===== src/rtl/rotor3_fwd_stage_if.sv =====
// Letter stream channel used on both sides of the rotor 3 forward stage.
// The master drives valid/letter and the slave answers with ready.
interface rotor3_fwd_stage_if;
  logic       valid;
  logic       ready;
  logic [4:0] letter;

  modport master (
    output valid,
    output letter,
    input  ready
  );

  modport slave (
    input  valid,
    input  letter,
    output ready
  );
endinterface


===== src/rtl/rotor3_fwd_stage.sv =====
// Rotor 3 forward pass: keeps the rotor position and carry, and encodes one letter per transfer.
// Defining ROTOR3_RINGSTELLUNG_EN adds a ring_set port that offsets the encode position.
module rotor3_fwd_stage #(
  parameter logic [4:0] NOTCH    = 5'd21,
  parameter logic [4:0] POS_INIT = 5'd0
) (
  input  logic                      clk,
  input  logic                      rst_n,
  input  logic                      step_in,
  input  logic                      load_en,
  input  logic [4:0]                load_pos,
`ifdef ROTOR3_RINGSTELLUNG_EN
  input  logic [4:0]                ring_set,
`endif
  rotor3_fwd_stage_if.slave         in_if,
  rotor3_fwd_stage_if.master        out_if,
  output logic [4:0]                position,
  output logic                      carry_out
);

  // Operands never exceed 51, so one conditional subtraction is a full mod 26.
  function automatic logic [4:0] mod26(input logic [5:0] v);
    logic [5:0] r;
    r = (v >= 6'd26) ? (v - 6'd26) : v;
    return r[4:0];
  endfunction

  function automatic logic [4:0] wiring_f(input logic [4:0] letter);
    logic [4:0] c;
    case (letter)
      5'd1:    c = 5'd14;
      5'd2:    c = 5'd8;
      5'd3:    c = 5'd24;
      5'd4:    c = 5'd13;
      5'd5:    c = 5'd16;
      5'd6:    c = 5'd18;
      5'd7:    c = 5'd20;
      5'd8:    c = 5'd6;
      5'd9:    c = 5'd19;
      5'd10:   c = 5'd22;
      5'd11:   c = 5'd25;
      5'd12:   c = 5'd1;
      5'd13:   c = 5'd10;
      5'd14:   c = 5'd17;
      5'd15:   c = 5'd2;
      5'd16:   c = 5'd23;
      5'd17:   c = 5'd5;
      5'd18:   c = 5'd3;
      5'd19:   c = 5'd4;
      5'd20:   c = 5'd9;
      5'd21:   c = 5'd26;
      5'd22:   c = 5'd12;
      5'd23:   c = 5'd11;
      5'd24:   c = 5'd7;
      5'd25:   c = 5'd21;
      5'd26:   c = 5'd15;
      default: c = 5'd0;
    endcase
    return c;
  endfunction

  logic [4:0] pos_q, pos_d;
  logic       carry_q, carry_d;
  logic       out_valid_q, out_valid_d;
  logic [4:0] out_letter_q, out_letter_d;
  logic       rdy_q, rdy_d;

  logic       in_ready;
  logic       accept;
  logic       letter_ok;
  logic [4:0] contact;
  logic [4:0] p_eff;
  logic [5:0] sum;
  logic [4:0] sum_mod;
  logic [4:0] enc_letter;

  // Load beats step; carry only pulses when stepping off the notch.
  always_comb begin
    pos_d   = pos_q;
    carry_d = 1'b0;
    if (load_en) begin
      pos_d = mod26({1'b0, load_pos});
    end else if (step_in) begin
      pos_d   = (pos_q == 5'd25) ? 5'd0 : (pos_q + 5'd1);
      carry_d = (pos_q == NOTCH);
    end
  end

  // Encoding uses the post-step position of the same cycle.
  always_comb begin
    p_eff = pos_d;
`ifdef ROTOR3_RINGSTELLUNG_EN
    p_eff = mod26({1'b0, pos_d} + 6'd26 - {1'b0, mod26({1'b0, ring_set})});
`endif
    letter_ok  = (in_if.letter >= 5'd1) && (in_if.letter <= 5'd26);
    contact    = wiring_f(in_if.letter);
    sum        = {1'b0, contact} + {1'b0, p_eff};
    sum_mod    = mod26(sum);
    enc_letter = 5'd0;
    if (letter_ok) begin
      enc_letter = (sum_mod == 5'd0) ? 5'd26 : sum_mod;
    end
  end

  // rdy_q keeps the stage closed for the first cycle out of reset.
  always_comb begin
    in_ready     = rdy_q & (~out_valid_q | out_if.ready);
    accept       = in_if.valid & in_ready;
    rdy_d        = 1'b1;
    out_valid_d  = out_valid_q;
    out_letter_d = out_letter_q;
    if (accept) begin
      out_valid_d  = 1'b1;
      out_letter_d = enc_letter;
    end else if (out_if.ready) begin
      out_valid_d  = 1'b0;
    end
  end

  always_ff @(posedge clk or negedge rst_n) begin
    if (!rst_n) begin
      pos_q        <= POS_INIT;
      carry_q      <= 1'b0;
      out_valid_q  <= 1'b0;
      out_letter_q <= 5'd0;
      rdy_q        <= 1'b0;
    end else begin
      pos_q        <= pos_d;
      carry_q      <= carry_d;
      out_valid_q  <= out_valid_d;
      out_letter_q <= out_letter_d;
      rdy_q        <= rdy_d;
    end
  end

  assign in_if.ready   = in_ready;
  assign out_if.valid  = out_valid_q;
  assign out_if.letter = out_letter_q;
  assign position      = pos_q;
  assign carry_out     = carry_q;

endmodule


===== src/flat_wrapper.sv =====
// flat-port wrapper written by rule: the top's interface ports become plain ports
module rotor3_fwd_stage_flat 
#(
  parameter logic [4:0] NOTCH    = 5'd21,
  parameter logic [4:0] POS_INIT = 5'd0
)
  (clk, rst_n, step_in, load_en, load_pos, position, carry_out, in_if_valid, in_if_letter, in_if_ready, out_if_valid, out_if_letter, out_if_ready);
  rotor3_fwd_stage_if in_if_i ();
  rotor3_fwd_stage_if out_if_i ();
  input  logic clk;
  input  logic rst_n;
  input  logic step_in;
  input  logic load_en;
  input  logic [4:0] load_pos;
  output logic [4:0] position;
  output logic carry_out;
  input wire logic [$bits(in_if_i.valid)-1:0] in_if_valid;
  input wire logic [$bits(in_if_i.letter)-1:0] in_if_letter;
  output wire logic [$bits(in_if_i.ready)-1:0] in_if_ready;
  output wire logic [$bits(out_if_i.valid)-1:0] out_if_valid;
  output wire logic [$bits(out_if_i.letter)-1:0] out_if_letter;
  input wire logic [$bits(out_if_i.ready)-1:0] out_if_ready;
  assign in_if_i.valid = in_if_valid;
  assign in_if_i.letter = in_if_letter;
  assign in_if_ready = in_if_i.ready;
  assign out_if_valid = out_if_i.valid;
  assign out_if_letter = out_if_i.letter;
  assign out_if_i.ready = out_if_ready;
  rotor3_fwd_stage #(.NOTCH(NOTCH), .POS_INIT(POS_INIT)) u_core (.clk(clk), .rst_n(rst_n), .step_in(step_in), .load_en(load_en), .load_pos(load_pos), .in_if(in_if_i), .out_if(out_if_i), .position(position), .carry_out(carry_out));
endmodule

===== config.mk =====
export PLATFORM = sky130hd
export DESIGN_NAME = rotor3_fwd_stage_flat
export DESIGN_NICKNAME = d
export VERILOG_FILES = /design/src/rtl/rotor3_fwd_stage_if.sv /design/src/rtl/rotor3_fwd_stage.sv /design/src/flat_wrapper.sv
export SDC_FILE = /design/constraint.sdc
export NUM_CORES = 1
export LEC_CHECK = 0
export ABC_AREA = 1
export CORE_MARGIN = 8
export CORE_UTILIZATION = 30
export DETAILED_ROUTE_END_ITERATION = 7
export PLACE_DENSITY = 0.5
export SLEW_MARGIN = 10
export SYNTH_ARGS = -nofsm -noshare
export SYNTH_HDL_FRONTEND = slang
export SYNTH_SLANG_ARGS = --single-unit
export TNS_END_PERCENT = 30

===== constraint.sdc =====
create_clock -name clk -period 2.66 [get_ports clk]
set_clock_uncertainty 0.05 [all_clocks]
set_input_delay 0.665 -clock clk [delete_from_list [all_inputs] [get_ports clk]]
set_output_delay 0.665 -clock clk [all_outputs]
set_load 0.005 [all_outputs]

* After elaboration in Yosys (flattened, before gate mapping)
Memories as Yosys holds them, arrays and structs flattened.
Index checks and enable logic that the tools add are counted.
** Word-level totals
- Output and inout bits :: 13
- Bits of input ports :: 16
- ROM bits :: 160
- Register bits after elaboration :: 13
- Word-level logic and storage cells :: 34
- Memories kept :: 1
** Operators by class
- Magnitude comparators :: 4
- Eq/ne operators :: 2
- Reduce and logical (&&, ||, !) cells :: 3
- Muxes and demuxes :: 11
- Bitwise operators :: 4
- Add/sub/neg operators :: 4
** Memory list
- (name not given) :: depth 32, bits a word 5, rd ports 1, clocked after Yosys merged registers in 0, wr ports 0, RTL line rotor3_fwd_stage.sv:30 : case (letter)
** Operators with widths (number)
- two-way mux 5 bit :: 7
- equality test 5 bit, second input constant :: 2
- subtractor 5 bit, second input constant :: 2
- adder 5 x 5 -> 6 bit :: 1
- greater-or-equal comparator 6 x 5 -> 1 bit, second input constant :: 1
- adder 5 x 1 -> 5 bit, second input constant :: 1
- greater-or-equal comparator 5 x 1 -> 1 bit, second input constant :: 1
- greater-or-equal comparator 5 bit, second input constant :: 1
- less-or-equal comparator 5 bit, second input constant :: 1
- logical NOT 5 bit :: 1
- two-way mux 1 bit :: 4
- bitwise AND 1 bit :: 2
- nonzero test 2 bit :: 1
- logical AND 1 bit :: 1
- NOT 1 bit :: 1
- OR 1 bit :: 1

* Longest topological paths before layout
Gate-level depths: netlist (run 1).
- Depth in word-level cells :: 10
- Mapped depth :: 24
- Mapped depth without buffers :: 24

* Worst setup path after synthesis (run 1)
Ideal clock, no wire load.
- Path kind :: input to register
- Start point :: in in_if_letter[0]
- End point :: reg u_core.out_letter_q[1], in the netlist u_core.out_if.letter[1]
- Stages :: 21
- Library setup time :: 0.116 ns
- Arrival :: 3.022 ns
- Path buffers :: 0
- Setup slack :: -0.528 ns
- Data required time :: 2.494 ns
- Cell sequence :: inv_1 ha_1 or2_2 o21ai_0 nand2_1 o21ai_0 ha_1 inv_1 fa_1 nand2_1 nand2_2 ha_1 nand3b_1 nand2_1 nand2_1 nand2_2 nor2_2 nand3_2 nand2_1 nand2_1 nand2_1
** Between the ends
- Word-level cells in the longest chain between the ends :: 7
** RTL lines
- start: declaration :: RTL line flat_wrapper.sv:18 : input wire logic [$bits(in_if_i.letter)-1:0] in_if_letter;
- memory read (32 x 5 bit)
- adder 5 x 5 -> 6 bit :: RTL line rotor3_fwd_stage.sv:97 : sum = {1'b0, contact} + {1'b0, p_eff};
- subtractor 5 bit or greater-or-equal comparator 6 x 5 -> 1 bit (tied branches) :: RTL line rotor3_fwd_stage.sv:24 : r = (v >= 6'd26) ? (v - 6'd26) : v;
- two-way mux 5 bit :: RTL line rotor3_fwd_stage.sv:24
- logical NOT 5 bit :: RTL line rotor3_fwd_stage.sv:101 : enc_letter = (sum_mod == 5'd0) ? 5'd26 : sum_mod;
- two-way mux 5 bit :: RTL line rotor3_fwd_stage.sv:101
- two-way mux 5 bit (*) :: RTL line rotor3_fwd_stage.sv:100 : if (letter_ok) begin
- end signal: assignment :: RTL line rotor3_fwd_stage.sv:131 : out_letter_q <= out_letter_d;
- end: declaration :: RTL line rotor3_fwd_stage.sv:65 : logic [4:0] out_letter_q, out_letter_d;
Every way passes the cells marked *; elsewhere a longest branch is shown, timed or not.
A chain may end at the register's enable or synchronous reset.

* Worst setup path after layout (run 1)
- Start point :: in in_if_letter[2]
- End point :: reg u_core.out_letter_q[4], in the netlist u_core.out_if.letter[4]
The elaborated chain is that of the path after synthesis.

==> run summary, run 1 <==
Result of the run = finished, violations left
Failing checks = setup timing
Core Rows = 25
X dimension of the die = 84.47 um
Depth of the most critical reg-to-reg path = 18
Routed wire length = 4093 um
Detail Route Antenna Nets = 0
Top-area cell type share of the netlist area = 23.13%
Pin count of the biggest net entering global routing = 14
Sequential area share after synthesis = 23.13%
Via count of the first global-routing pass = 1,616
Per-instance average area after synthesis = 6.997 um^2
WL per Instance = 11.90 um
Wire length of the first global-routing pass = 7182 um
Count of final max-slew check failures = 0
Via density = 4.701
Number of DRC violations after detailed-routing iteration 0 = 50
Post-route cell area = 0.002430 mm^2
Height of the chip = 84.47 um
Syn. warnings = 0
Slack of the critical path = -354.1 ps
Cell taking the most area after synthesis = dfrtp_1
Overall routing resource usage = 11.90%
Clock tree from TritonCTS = yes
Boundary pin count = 29
Number of maximum-capacitance violations = 0
Data arrival time at the worst-slack endpoint = 3100 ps
GR Overflow Total = 0
Cell area reported after detailed placement = 0.002176 mm^2
Worst slew pin tran = 565.3 ps
Share of flip-flops with an asynchronous set or reset = 100.0%
Commonest cells in the netlist = nand2_1, inv_1, ha_1, nor2_1, o21ai_0
Library cell with the highest instance count after synthesis = nand2_1
Final period utilization = 113.3%
Clk sinks = 13
Post-synth design cell area = 0.001406 mm^2
Initial antenna violation count = 0
Port Buffer Count = 28
Highest net fanout along the worst path = 11
Number of levels in the clock H-tree = 1
Mapped Cells = 201
Core Box Area = 0.004629 mm^2
Clock buffers created by TritonCTS = 3
Post-Route Utilization = 52.49%
RSZ-0062 raised after global routing = true
Detailed-router iteration count before antenna repair = 4
Source of the worst hold timing path = u_core.out_if.letter[1]
Post-placement setup slack = -1136 ps
Category of the worst setup path launch point = input pin
Most frequently used flop master after synthesis = dfrtp_1
Largest cells by area after synthesis = dfrtp_1, ha_1, nand2_1, inv_1, o21ai_0
Normalized max-slew margin = 62.20%
Filler-free cell count of the finished design = 344
Setup slack, reg-to-reg = -210 ps
NumNets Final = 325
Final weighted congestion of routability-driven global placement = 0.8138
Startpoint of the lowest-slack register-to-register path = u_core.position[0]
Clock latency on the worst-skew pair = 240 ps
Endpoints failing setup = 4
Number of cells traversed by the worst hold path = 2
Layout cells sized above 1 = 42.76%
Power per cell area = 505.8 mW/mm^2
Overall die area = 0.007134 mm^2
Clock edge transition at the registers on the reported setup and hold paths = 50 ps
Diodes inserted = 0
Via count of the routed design = 1,617
Critical register-to-register path endpoint = u_core.out_if.letter[1]
Longest Clk Path Bufs = 2
HPWL reported at the end of detailed placement = 3356 um
Effective utilization at floorplan = 30.38%
Fin. Hold Viols = 0
Critical Path End Type = register
Upper clock frequency limit = 0.3318 GHz
Clock period minus final worst setup slack = 3014 ps
Hold crit path type = register to register
Number of buffers inserted for hold repair after clock tree synthesis = 0
Area delta synth->final = 72.78%
Hold worst-path end = u_core.out_if.letter[1]
Number of enable-type register cells in the synthesized netlist = 0
Required @ worst endpoint = 2740 ps
Library cells used by synthesis = 33
Synth Register Bits = 13
Placed instance count = 333
Clock root buffer = clkbuf_8
VDD IR-drop max = 0.0003322 V
Nets in the synthesized netlist = 235
Count of unresolved DRC violations after routing = 0
Setup TNS = -1256 ps
Worst Setup Path Type = input pin to register
Leak = 1.215 nW
[layout by cell type, fill, tap and decap left out, types with 3 or more instances in the layout]
cell type / n
o211ai_1: 3
nand2_4: 3
nor2_2: 3
o21ai_2: 3
nor2_4: 4
nand3_2: 3
nand3_1: 9
ha_4: 5
nand2_1: 37
buf_4: 57
clkbuf_8: 3
o21ai_0: 10
inv_2: 7
inv_1: 21
nand2_2: 12
nand4_1: 4
a21oi_1: 7
a32o_2: 3
dlygate4sd2_1: 5
nor3_1: 4
nor2_1: 9
ha_1: 11
buf_6: 3
dfrtp_1: 13
clkdlybuf4s50_1: 18
[logic make-up after synthesis]
family                   Yosys count  synth area share (%)
XOR/XNOR                           2                 1.246
buffers and inverters             33                 8.896
AO/OA/AOI/OAI                     37                 16.37
AND/OR/NAND/NOR                   97                 33.54
flip-flops                        13                 23.13
other                              1                0.2666
adder cells (fa/ha/maj)           18                 16.55
[how the worst max path moves through the flow]
stage / startpoint / endpoint / slack (ps) / cells after the start
after CTS: in_if_letter[0] / u_core.out_if.letter[1] / -360 / 20
after global routing: in_if_letter[2] / u_core.out_if.letter[1] / -550 / 25
after detailed placement: load_pos[2] / u_core.out_if.letter[4] / -1140 / 22
after global placement: load_pos[2] / u_core.out_if.letter[4] / -1090 / 22
after floorplan: in_if_letter[0] / u_core.out_if.letter[1] / -410 / 19
final: in_if_letter[2] / u_core.out_if.letter[4] / -350 / 22
[per-layer routing]
| metal | share of wire [%] | track usage, % |
|---|---|---|
| met1 | 47 | 14.94 |
| met2 | 50 | 20.56 |
| met3 | 3.1 | 2.049 |
| met4 | 0.17 | 2.589 |
| met5 | 0 | 0 |
[worst max-delay path: stages]
cell	delay [ps]
dlygate4sd2_1	240
buf_6	160
nor2_4	50
nor2_4	90
nor2_2	50
buf_4	120
buf_4	120
a32o_2	250
ha_4	280
inv_1	70
nand2_1	100
nand2_4	80
ha_4	160
nand3b_1	140
nand2_1	100
nand2_2	60
nand2_2	80
nor2_4	50
nand2_1	50
nand2_1	40
nand2_1	80
nand2_1	50
[where the power goes]
part | switching (W) | internal, W | leakage (nW)
clock | 0.0000677 | 0.000106 | 0.0228
sequential | 0.0000228 | 0.000242 | 0.162
combinational | 0.000387 | 0.000404 | 1.03
[cell type report]
type / instances / area [um^2]
inverters: 30 / 117.6
well taps: 54 / 67.56
fillers: 463 / 2200
flip-flops and latches: 13 / 325.3
clock buffers: 4 / 45.04
multi-input cells: 155 / 1140
repair buffers: 88 / 734.5
[timing repair]
| action | in CTS | in global routing |
|---|---|---|
| buffers inserted | 7 | 0 |
| resized for setup | 54 | 17 |
| pin swaps | 17 | 7 |
| setup endpoints to repair | 4 | 4 |
[through the flow]
stage	hold WS, ps	power, W
final	426.9	0.001229
after global routing	470.6	0.001343
after CTS	430.8	0.001186
after detailed placement	415.8	0.0009622
after global placement	415.9	0.0009613
after floorplan	319.4	0.0006578
[registers in the layout, summed over array words and instances, names as in the netlist]
register and cells:
u_core.out_if.valid 1, u_core.position 5, u_core.carry_out 1, u_core.rdy_q 1, u_core.out_if.letter 5
Power figures use the tool's default switching activity.
==> run 2, diff against run 1 <==
--- a/config.mk
+++ b/config.mk
@@ -7,9 +7,9 @@
 export LEC_CHECK = 0
 export ABC_AREA = 1
 export CORE_MARGIN = 8
-export CORE_UTILIZATION = 30
+export CORE_UTILIZATION = 46
 export DETAILED_ROUTE_END_ITERATION = 7
-export PLACE_DENSITY = 0.5
+export PLACE_DENSITY = 0.73
 export SLEW_MARGIN = 10
 export SYNTH_ARGS = -nofsm -noshare
 export SYNTH_HDL_FRONTEND = slang
==> run 2 against run 1 <==
- the flow still finishes with violations (setup timing)
- global-route usage increased by 3.8 points
- setup slack got worse by 110 ps
- maximum frequency decreased by 3.4%
- clock power decreased by 34%
- count of clock-buffer cells in the layout decreased by 1
- sequential power about the same
- via count increased by 4.6%
- total power increased by 2.3%
- critical path type unchanged
==> run summary, run 2 (synthesis gave the netlist of run 1 again) <==
Required @ worst endpoint = 2770 ps (+30 ps)
Endpoints failing setup = 4 (unchanged)
Number of buffers inserted for hold repair after clock tree synthesis = 0 (unchanged)
Boundary pin count = 29 (unchanged)
Longest Clk Path Bufs = 2 (unchanged)
Placed instance count = 301 (-9.6%)
Via density = 5.271 (+12%)
RSZ-0062 raised after global routing = true
Clock latency on the worst-skew pair = 260 ps (+20 ps)
Core Rows = 20 (-20%)
Sw Ratio = 41.72% (+2.9 points)
Top routing layer in use = met4
Worst slew pin tran = 566.0 ps (+0.7839 ps)
Power per cell area = 515.8 mW/mm^2 (+2.0%)
Slack of the critical path = -461.1 ps (-107.0 ps)
Combinational share of power = 69.8% (+5.4 points)
WL per Instance = 14.10 um (+19%)
Fin. Hold Viols = 0 (unchanged)
Detailed-router iteration count before antenna repair = 4 (unchanged)
Overall routing resource usage = 15.70% (+3.8 points)
HPWL reported at the end of detailed placement = 3099 um (-7.7%)
Switching power summed over all nets = 0.0005245 W (+9.9%)
Clock period minus final worst setup slack = 3121 ps (+107.0 ps)
Highest net fanout along the worst path = 3 (-8)
Wire length of the first global-routing pass = 6789 um (-5.5%)
Overall die area = 0.005082 mm^2 (-29%)
Clock network power share = 9.1% (-5.0 points)
Failing checks = setup timing
DR WL met2 = 2268 um (+12%)
Layout cells sized above 1 = 45.49% (+2.7 points)
Port Buffer Count = 28 (unchanged)
Met1 layer wirelength in the final routing = 2010 um (+4.5%)
Core Box Area = 0.002978 mm^2 (-36%)
Relative contribution of sequential cells to total power = 21.1% (-0.4 points)
Most common cell after layout, fill and taps aside = buf_4
Number of levels in the clock H-tree = 1 (unchanged)
Met3 wire length = 192 um (+51%)
Clk sinks = 13 (unchanged)
Cell area reported after detailed placement = 0.002067 mm^2 (-5.0%)
Minimum hold slack = 440.1 ps (+13.15 ps)
Clock buffers created by TritonCTS = 3 (unchanged)
Critical Path End Type = register
Clock edge transition at the registers on the reported setup and hold paths = 70 ps (+20 ps)
Upper clock frequency limit = 0.3204 GHz (-3.4%)
Clock tree from TritonCTS = yes
Area delta synth->final = 73.31%
Hold worst-path end = u_core.out_if.letter[4]
Via count of the routed design = 1,692 (+4.6%)
Setup slack, reg-to-reg = -360 ps (-150 ps)
Count of unresolved DRC violations after routing = 0 (unchanged)
Count of final max-slew check failures = 0 (unchanged)
Hold crit path type = register to register
Leak = 1.207 nW (-0.59%)
Startpoint of the lowest-slack register-to-register path = u_core.position[0]
Filler-free cell count of the finished design = 321 (-6.7%)
Setup TNS = -1730 ps (-473.7 ps)
Data arrival time at the worst-slack endpoint = 3230 ps (+130 ps)
Internal = 0.0007328 W (-2.5%)
Post-route cell area = 0.002437 mm^2 (+0.31%)
Routed wire length = 4527 um (+11%)
Category of the worst setup path launch point = input pin
Via count of the first global-routing pass = 1,514 (-6.3%)
X dimension of the die = 71.29 um (-16%)
Number of DRC violations after detailed-routing iteration 0 = 93 (+86%)
Diodes inserted = 0 (unchanged)
Final period utilization = 117.3% (+4.0 points)
Top library cells by usage in the layout, fill and taps aside = buf_4, nand2_1, inv_1
Height of the chip = 71.29 um (-16%)
Detail Route Antenna Nets = 0 (unchanged)
NumNets Final = 323 (-0.62%)
Worst Setup Path Type = input pin to register
Pin count of the biggest net entering global routing = 14 (unchanged)
GR Overflow Total = 0 (unchanged)
Source of the worst hold timing path = u_core.out_if.letter[4]
Initial antenna violation count = 0 (unchanged)
Critical register-to-register path endpoint = u_core.out_if.letter[4]
Effective utilization at floorplan = 47.23% (+17 points)
Number of maximum-capacitance violations = 0 (unchanged)
Clock root buffer = clkbuf_4
Number of cells traversed by the worst hold path = 2 (unchanged)
Depth of the most critical reg-to-reg path = 21 (+3)
Final weighted congestion of routability-driven global placement = 0.9557 (+17%)
Normalized max-slew margin = 62.15% (about the same)
VDD IR-drop max = 0.0003366 V (+1.3%)
Result of the run = finished, violations left
-- run 2: routing by layer --
metal | up-vias | global-route usage [%]
met4 | 0 | 2.771
met1 | 800 | 20.43
met3 | 6 | 1.813
met5 | - | 0
met2 | 40 | 27.14
li1 | 846 | -
-- run 2: worst max-delay path by stage --
stage,startpoint,endpoint,cells past startpoint
finish,in_if_letter[0],u_core.out_if.letter[4],23
detailed placement,in_if_letter[0],u_core.out_if.letter[3],25
floorplan,in_if_letter[0],u_core.out_if.letter[1],19
global placement,in_if_letter[0],u_core.out_if.letter[1],25
global route,in_if_letter[0],u_core.out_if.letter[3],25
CTS,in_if_letter[0],u_core.out_if.letter[3],25
-- run 2: timing repair --
item                       CTS  global route
cloned                       0             0
pin swaps                   27            27
buffers inserted            11             5
setup endpoints to repair    4             4
resized for setup           43            46
-- run 2: layout make-up --
| class | count | area [um^2] |
|---|---|---|
| Timing Repair Buffer | 86 | 725.7 |
| Clock buffer | 3 | 22.52 |
| Multi-Input combinational cell | 155 | 1201 |
| Clock inverter | 1 | 5.005 |
| Tap cell | 33 | 41.29 |
| Fill cell | 188 | 540.5 |
| Inverter | 30 | 116.4 |
| Sequential cell | 13 | 325.3 |
-- run 2: metrics by stage --
step | power (W) | setup WS, ps | util [%]
2_1_floorplan | 0.0006578 | -414.2 | -
3_3_place_gp | 0.0009145 | -1080 | 69.41
3_5_place_dp | 0.0009283 | -1181 | 69.41
4_1_cts | 0.001112 | -428.4 | 75.46
5_1_grt | 0.001354 | -573.4 | 81.85
6_report | 0.001257 | -461.1 | 81.85
-- run 2: worst max-delay path, cell delays in order --
cell and delay, ps:
buf_8 80, clkinvlp_4 120, ha_4 230, or2_4 230, o21ai_2 60, nand2_1 80
o21ai_2 60, ha_2 200, inv_2 40, fa_2 370, buf_6 130, nand2_4 50
nand2_4 70, ha_4 160, nand3b_1 170, nand2_1 90, nand2_2 70, nand2_4 80
nor2_4 40, nand2_1 60, nand2_1 50, nand2_1 70, nand2_1 50
-- run 2: power groups by stage --
stage	sequential (W)	clock [W]	combinational, W
floorplan	0.000275	0	0.000383
global placement	0.000267	0	0.000648
detailed placement	0.000270	0	0.000659
CTS	0.000266	0.000116	0.000730
global route	0.000271	0.000128	0.000955
finish	0.000265	0.000114	0.000878
